--- src/rtl/ulpi_reg_link.sv ---
// ulpi_reg_link: ULPI link-side register read/write engine with RX CMD snooping
// Ports: clk, rst (sync, active-high); ulpi_dir/nxt/data_in from PHY, ulpi_data_out/oe/stp to PHY;
// reg_en/we/addr/din request in, reg_rdy/dout/err completion out; line_state/vbus_state from RX CMD.
// Optional macro ULPI_EXT_REG_EN: addresses above 8'h3F use the extended-address sequence via EXT_ADDR.
module ulpi_reg_link #(
  parameter int TURNAROUND_CYCLES = 1,
  parameter int MAX_RETRY = 7
) (
  input  logic       clk,
  input  logic       rst,
  input  logic       ulpi_dir,
  input  logic       ulpi_nxt,
  input  logic [7:0] ulpi_data_in,
  output logic [7:0] ulpi_data_out,
  output logic       ulpi_data_oe,
  output logic       ulpi_stp,
  input  logic       reg_en,
  input  logic       reg_we,
  input  logic [7:0] reg_addr,
  input  logic [7:0] reg_din,
  output logic       reg_rdy,
  output logic [7:0] reg_dout,
  output logic       reg_err,
  output logic [1:0] line_state,
  output logic [1:0] vbus_state
);
  localparam logic [3:0] IDLE = 4'd0, CMD = 4'd1, WR_DATA = 4'd2, WR_STP = 4'd3,
                         RD_TA = 4'd4, RD_DATA = 4'd5, RD_WAIT = 4'd6, RETRY = 4'd7;
  logic [3:0] state, state_n, after_cmd, after_addr;
  logic       we, dir_q, ta, drive, abort, give_up, rx_cmd, in_ext;
  logic [7:0] addr, din, ta_cnt, retry_cnt;
  logic [5:0] cmd_lo;
  assign after_addr = we ? WR_DATA : RD_TA;
`ifdef ULPI_EXT_REG_EN
  localparam logic [3:0] EXT_ADDR = 4'd8;
  // extended registers go out as the 6'h2F escape followed by the full address byte
  assign cmd_lo = addr > 8'h3F ? 6'h2F : addr[5:0];
  assign after_cmd = addr > 8'h3F ? EXT_ADDR : after_addr;
  assign in_ext = state == EXT_ADDR;
`else
  assign cmd_lo = addr[5:0];
  assign after_cmd = after_addr;
  assign in_ext = 1'b0;
`endif
  // the cycle of a dir edge plus any extra configured cycles are bus turnaround
  assign ta = (ulpi_dir != dir_q) || (ta_cnt != 8'd0);
  assign drive = (state inside {CMD, WR_DATA, WR_STP}) || in_ext;
  assign ulpi_data_oe = drive && !ulpi_dir && !ta;
  assign ulpi_stp = state == WR_STP;
  assign ulpi_data_out = state == CMD ? {1'b1, ~we, cmd_lo} : state == WR_DATA ? din : in_ext ? addr : 8'h00;
  // PHY grabbing the bus mid-command, or answering a read turnaround with nxt, kills the attempt
  assign abort = ulpi_dir && ((state inside {CMD, WR_DATA}) || in_ext || (state == RD_TA && ulpi_nxt));
  assign give_up = abort && retry_cnt == 8'(MAX_RETRY - 1);
  assign rx_cmd = ulpi_dir && !ulpi_nxt && !ta && state != RD_DATA;
  always_comb begin
    state_n = state;
    case (state)
      IDLE: state_n = reg_en ? ((ulpi_dir || ta) ? RETRY : CMD) : IDLE;
      CMD: state_n = ulpi_nxt ? after_cmd : CMD;
`ifdef ULPI_EXT_REG_EN
      EXT_ADDR: state_n = ulpi_nxt ? after_addr : EXT_ADDR;
`endif
      WR_DATA: state_n = ulpi_nxt ? WR_STP : WR_DATA;
      WR_STP: state_n = IDLE;
      RD_TA: state_n = ulpi_dir ? RD_DATA : RD_TA;
      RD_DATA: state_n = RD_WAIT;
      RD_WAIT: state_n = ulpi_dir ? RD_WAIT : IDLE;
      RETRY: state_n = (ulpi_dir || ta) ? RETRY : CMD;
      default: state_n = IDLE;
    endcase
    if (abort) state_n = give_up ? IDLE : RETRY;
  end
  always_ff @(posedge clk) begin
    if (rst) begin
      state <= IDLE;
      dir_q <= 1'b0;
      ta_cnt <= 8'd0;
      retry_cnt <= 8'd0;
      we <= 1'b0;
      addr <= 8'h00;
      din <= 8'h00;
      reg_rdy <= 1'b0;
      reg_err <= 1'b0;
      reg_dout <= 8'h00;
      line_state <= 2'b00;
      vbus_state <= 2'b00;
    end else begin
      state <= state_n;
      dir_q <= ulpi_dir;
      ta_cnt <= (ulpi_dir != dir_q) ? 8'(TURNAROUND_CYCLES - 1) : ta_cnt - {7'd0, ta_cnt != 8'd0};
      if (state == IDLE && reg_en) begin
        we <= reg_we;
        addr <= reg_addr;
        din <= reg_din;
        retry_cnt <= 8'd0;
      end else if (abort) retry_cnt <= retry_cnt + 8'd1;
      reg_rdy <= state == WR_STP || state == RD_DATA || give_up;
      reg_err <= give_up;
      if (state == RD_DATA) reg_dout <= ulpi_data_in;
      if (rx_cmd) {vbus_state, line_state} <= ulpi_data_in[3:0];
    end
  end
endmodule

--- config.mk ---
export PLATFORM = sky130hd
export DESIGN_NAME = ulpi_reg_link
export DESIGN_NICKNAME = d
export VERILOG_FILES = /design/src/rtl/ulpi_reg_link.sv
export SDC_FILE = /design/constraint.sdc
export NUM_CORES = 1
export LEC_CHECK = 0
export CAP_MARGIN = 20
export CORE_MARGIN = 2
export CORE_UTILIZATION = 45
export CTS_BUF_LIST = sky130_fd_sc_hd__clkbuf_8 sky130_fd_sc_hd__clkbuf_16
export DETAILED_ROUTE_END_ITERATION = 16
export PLACE_DENSITY = 0.73
export SETUP_SLACK_MARGIN = 0.15
export SLEW_MARGIN = 15
export SYNTH_ARGS = -nofsm -noshare
export SYNTH_HDL_FRONTEND = slang
export SYNTH_SLANG_ARGS = --single-unit
export TNS_END_PERCENT = 1
--- constraint.sdc ---
create_clock -name clk -period 2.1 [get_ports clk]
set_clock_uncertainty 0.15 [all_clocks]
set_input_delay 0.21 -clock clk [delete_from_list [all_inputs] [get_ports clk]]
set_output_delay 0.21 -clock clk [all_outputs]
set_load 0.005 [all_outputs]
==> impl_metrics.tcl <==
set metrics [dict create \
    status "complete, no violations" \
    cp-start-kind "register" \
    p_per_area_nw_per_um2 1070 \
    n_antenna_cell 0 \
    routed-via-count 2070 \
    layout_commonest_cell "dfxtp_1" \
    die_y_um 74.8 \
    htreeDepth 2 \
    hpwl_um 3710 \
    cpPeakStageDelay_ps 350 \
    clock.fmax_ghz 0.524 \
    dieArea_um2 5590 \
    fin_cells 407 \
    numCtsBuffers 5 \
    synth_edf_count 0 \
    critical_path_class "register to primary output" \
    clockBufferDepth 2 \
    final.period_utilization 0.909 \
    grt_pass1_vias 1894 \
    dpl_cell_area_um2 2920 \
    hold_class "primary input to register" \
    grt-ovfl-total 0 \
    wirelength_um 5270 \
    initial_core_util 0.471 \
    arrival_ps 1550 \
    hold_path_depth 3 \
    relSlewSlack 0.744 \
    antenna_found_initial 0 \
    syn-cell-area_um2 2250 \
    core_um2 4790 \
    die_w_um 74.8 \
    path_cells "nor2b_1 > buf_4 > a22oi_1 > nor2_1 > dlygate4sd2_1" \
    synthArstFlopShare 0 \
    placementRows 25 \
    grt_pass1_wl_um 8510 \
    slew_viol_final 0 \
    hold_violations 0 \
    io_buffers 51 \
    synthesis.nets 304 \
    route.detailed.drc 0 \
    holdCritStartpoint "reg_din[5]" \
    crit_path_top_delay_cell "dfxtp_1" \
    wire_per_inst_um 12.9 \
    dp_cells 396 \
    crit_fanout 9 \
    startpoint "state[0]" \
    cp.depth 5 \
    cts_sinks 49 \
    viasPerCell 5.09 \
    clk_pin_slew_ps 90 \
    area_growth_pct 38.8 \
    rsz0062_at_grt "yes" \
    drive_gt1_frac 0.168 \
    cp.required_ps 1740 \
    yosysWarnings 0 \
    tightest_slew_ps 379 \
    ir_drop_v 0.000501 \
    synth-seq-area-share 0.435 \
    ant_nets 0 \
    critPathCaptureType "primary output" \
    cts_tree "done" \
    drt_iter0_drc 118 \
    power_leakage_uw 0.00129 \
    syn_area_per_cell_um2 8.35 \
    path_delay_family "buffers and inverters" \
    setup_violations 0 \
    r2r_cells 8 \
    syn_inst 270 \
    place.gp.congestion 0.809 \
    grt_max_degree 19 \
    path_buf_inv 2 \
    finalCriticalPeriod_ps 1910 \
    ys.flop_type "dfxtp_1" \
    final_cell_mix "47 x dfxtp_1, 46 x nand2_1, 41 x clkdlybuf4s50_1" \
    cap_violations 0 \
    grt_usage 0.195 \
    timing.rr.start "ta_cnt[1]" \
    io_pins 54 \
    yosys.cell_types.count 45 \
    root_buffer "clkbuf_8" \
    fin_area_um2 3130 \
    drt_first_pass_iters 4 \
    final_nets 373 \
    ys_seq_elements 49 \
    hold_buffers 0 \
    clkLatencyLatePin_ps 300 \
]
kinds of logic (layout without fill, tap and decap cells):
group	Yosys count	after routing	share of synthesized area
AOI/OAI and AO/OA	59	59	0.165
DFF	49	49	0.435
xor gates and xnor gates	8	8	0.0311
and+or+nand+nor	123	123	0.265
adders and majority gates	4	4	0.0222
muxes	4	4	0.0178
buffers and inverters	23	93	0.0633
layer usage:
metal	share of wire	wire length (µm)	GRT usage	vias to the layer above
met1	0.46	2440	0.266	953
met2	0.49	2580	0.309	46
met3	0.040	212	0.0402	4
li1	-	-	-	1067
met5	0	0	0	-
met4	0.0072	38	0.0675	0
layout make-up:
| type | instances | area (µm²) |
|---|---|---|
| fillers | 408 | 1660 |
| clock buffers | 6 | 82.6 |
| flip-flops and latches | 49 | 983 |
| multi-input cells | 198 | 1180 |
| inverters | 5 | 18.8 |
| repair buffers | 80 | 742 |
| clock inverters | 2 | 37.5 |
| well taps | 67 | 83.8 |
cells in the mapped netlist (4+ instances only):
cell type,n,area share
clkbuf_1,5,0.0083
nor2_1,30,0.050
nand2_1,47,0.078
buf_2,4,0.0089
a21oi_1,35,0.078
inv_1,5,0.0083
o21ai_0,5,0.011
a22oi_1,7,0.023
ha_1,4,0.022
dfxtp_1,49,0.44
mux2i_1,4,0.018
xnor2_1,5,0.019
nand3_1,14,0.031
or3_1,6,0.017
nor2b_1,5,0.014
power breakdown:
group          leakage (µW)  switching [µW]  total, µW  internal (µW)
logic              0.000836             738       1470            736
registers          0.000400             108       1180           1070
clock network     0.0000574             310        697            387
flip-flops by register name, indices dropped and copies added (netlist names):
signal	cells
reg_dout	8
addr	6
vbus_state	2
ta_cnt	8
we	1
state	3
dir_q	1
din	8
line_state	2
reg_rdy	1
retry_cnt	8
reg_err	1
worst register-to-register path: cells and delay by family (launching register included):
kind / cells / cell delay, ps
simple gates: 4 / 570
fa+ha+maj: 2 / 390
flops: 1 / 350
buf+inv: 1 / 150
xor+xnor: 1 / 140
final timing paths:
check,end,slack [ps]
max,ulpi_data_out[4],190
min,din[5],300
max reg2reg,ta_cnt[6],230
min reg2reg,reg_dout[7],310
per-stage QoR:
step           setup WS [ps]  total power [µW]  setup TNS [ps]  hold slack (ps)   util
3_5_place_dp           -17.1              2560           -17.1              298  0.610
3_3_place_gp            18.8              2530               0              291  0.610
2_1_floorplan            190              2080               0              193      -
5_1_grt                 57.7              3590               0              316  0.654
4_1_cts                -25.3              3320           -31.1              293  0.645
6_report                 191              3350               0              298  0.654
timing repair:
action | 4_1_cts | 5_1_grt
setup buffers | 2 | 0
pin swaps | 3 | 2
gates cloned | 1 | 0
setup endpoints to repair | 12 | 12
gates resized for setup | 19 | 12
Note: power is estimated with default switching activity, not from simulation.
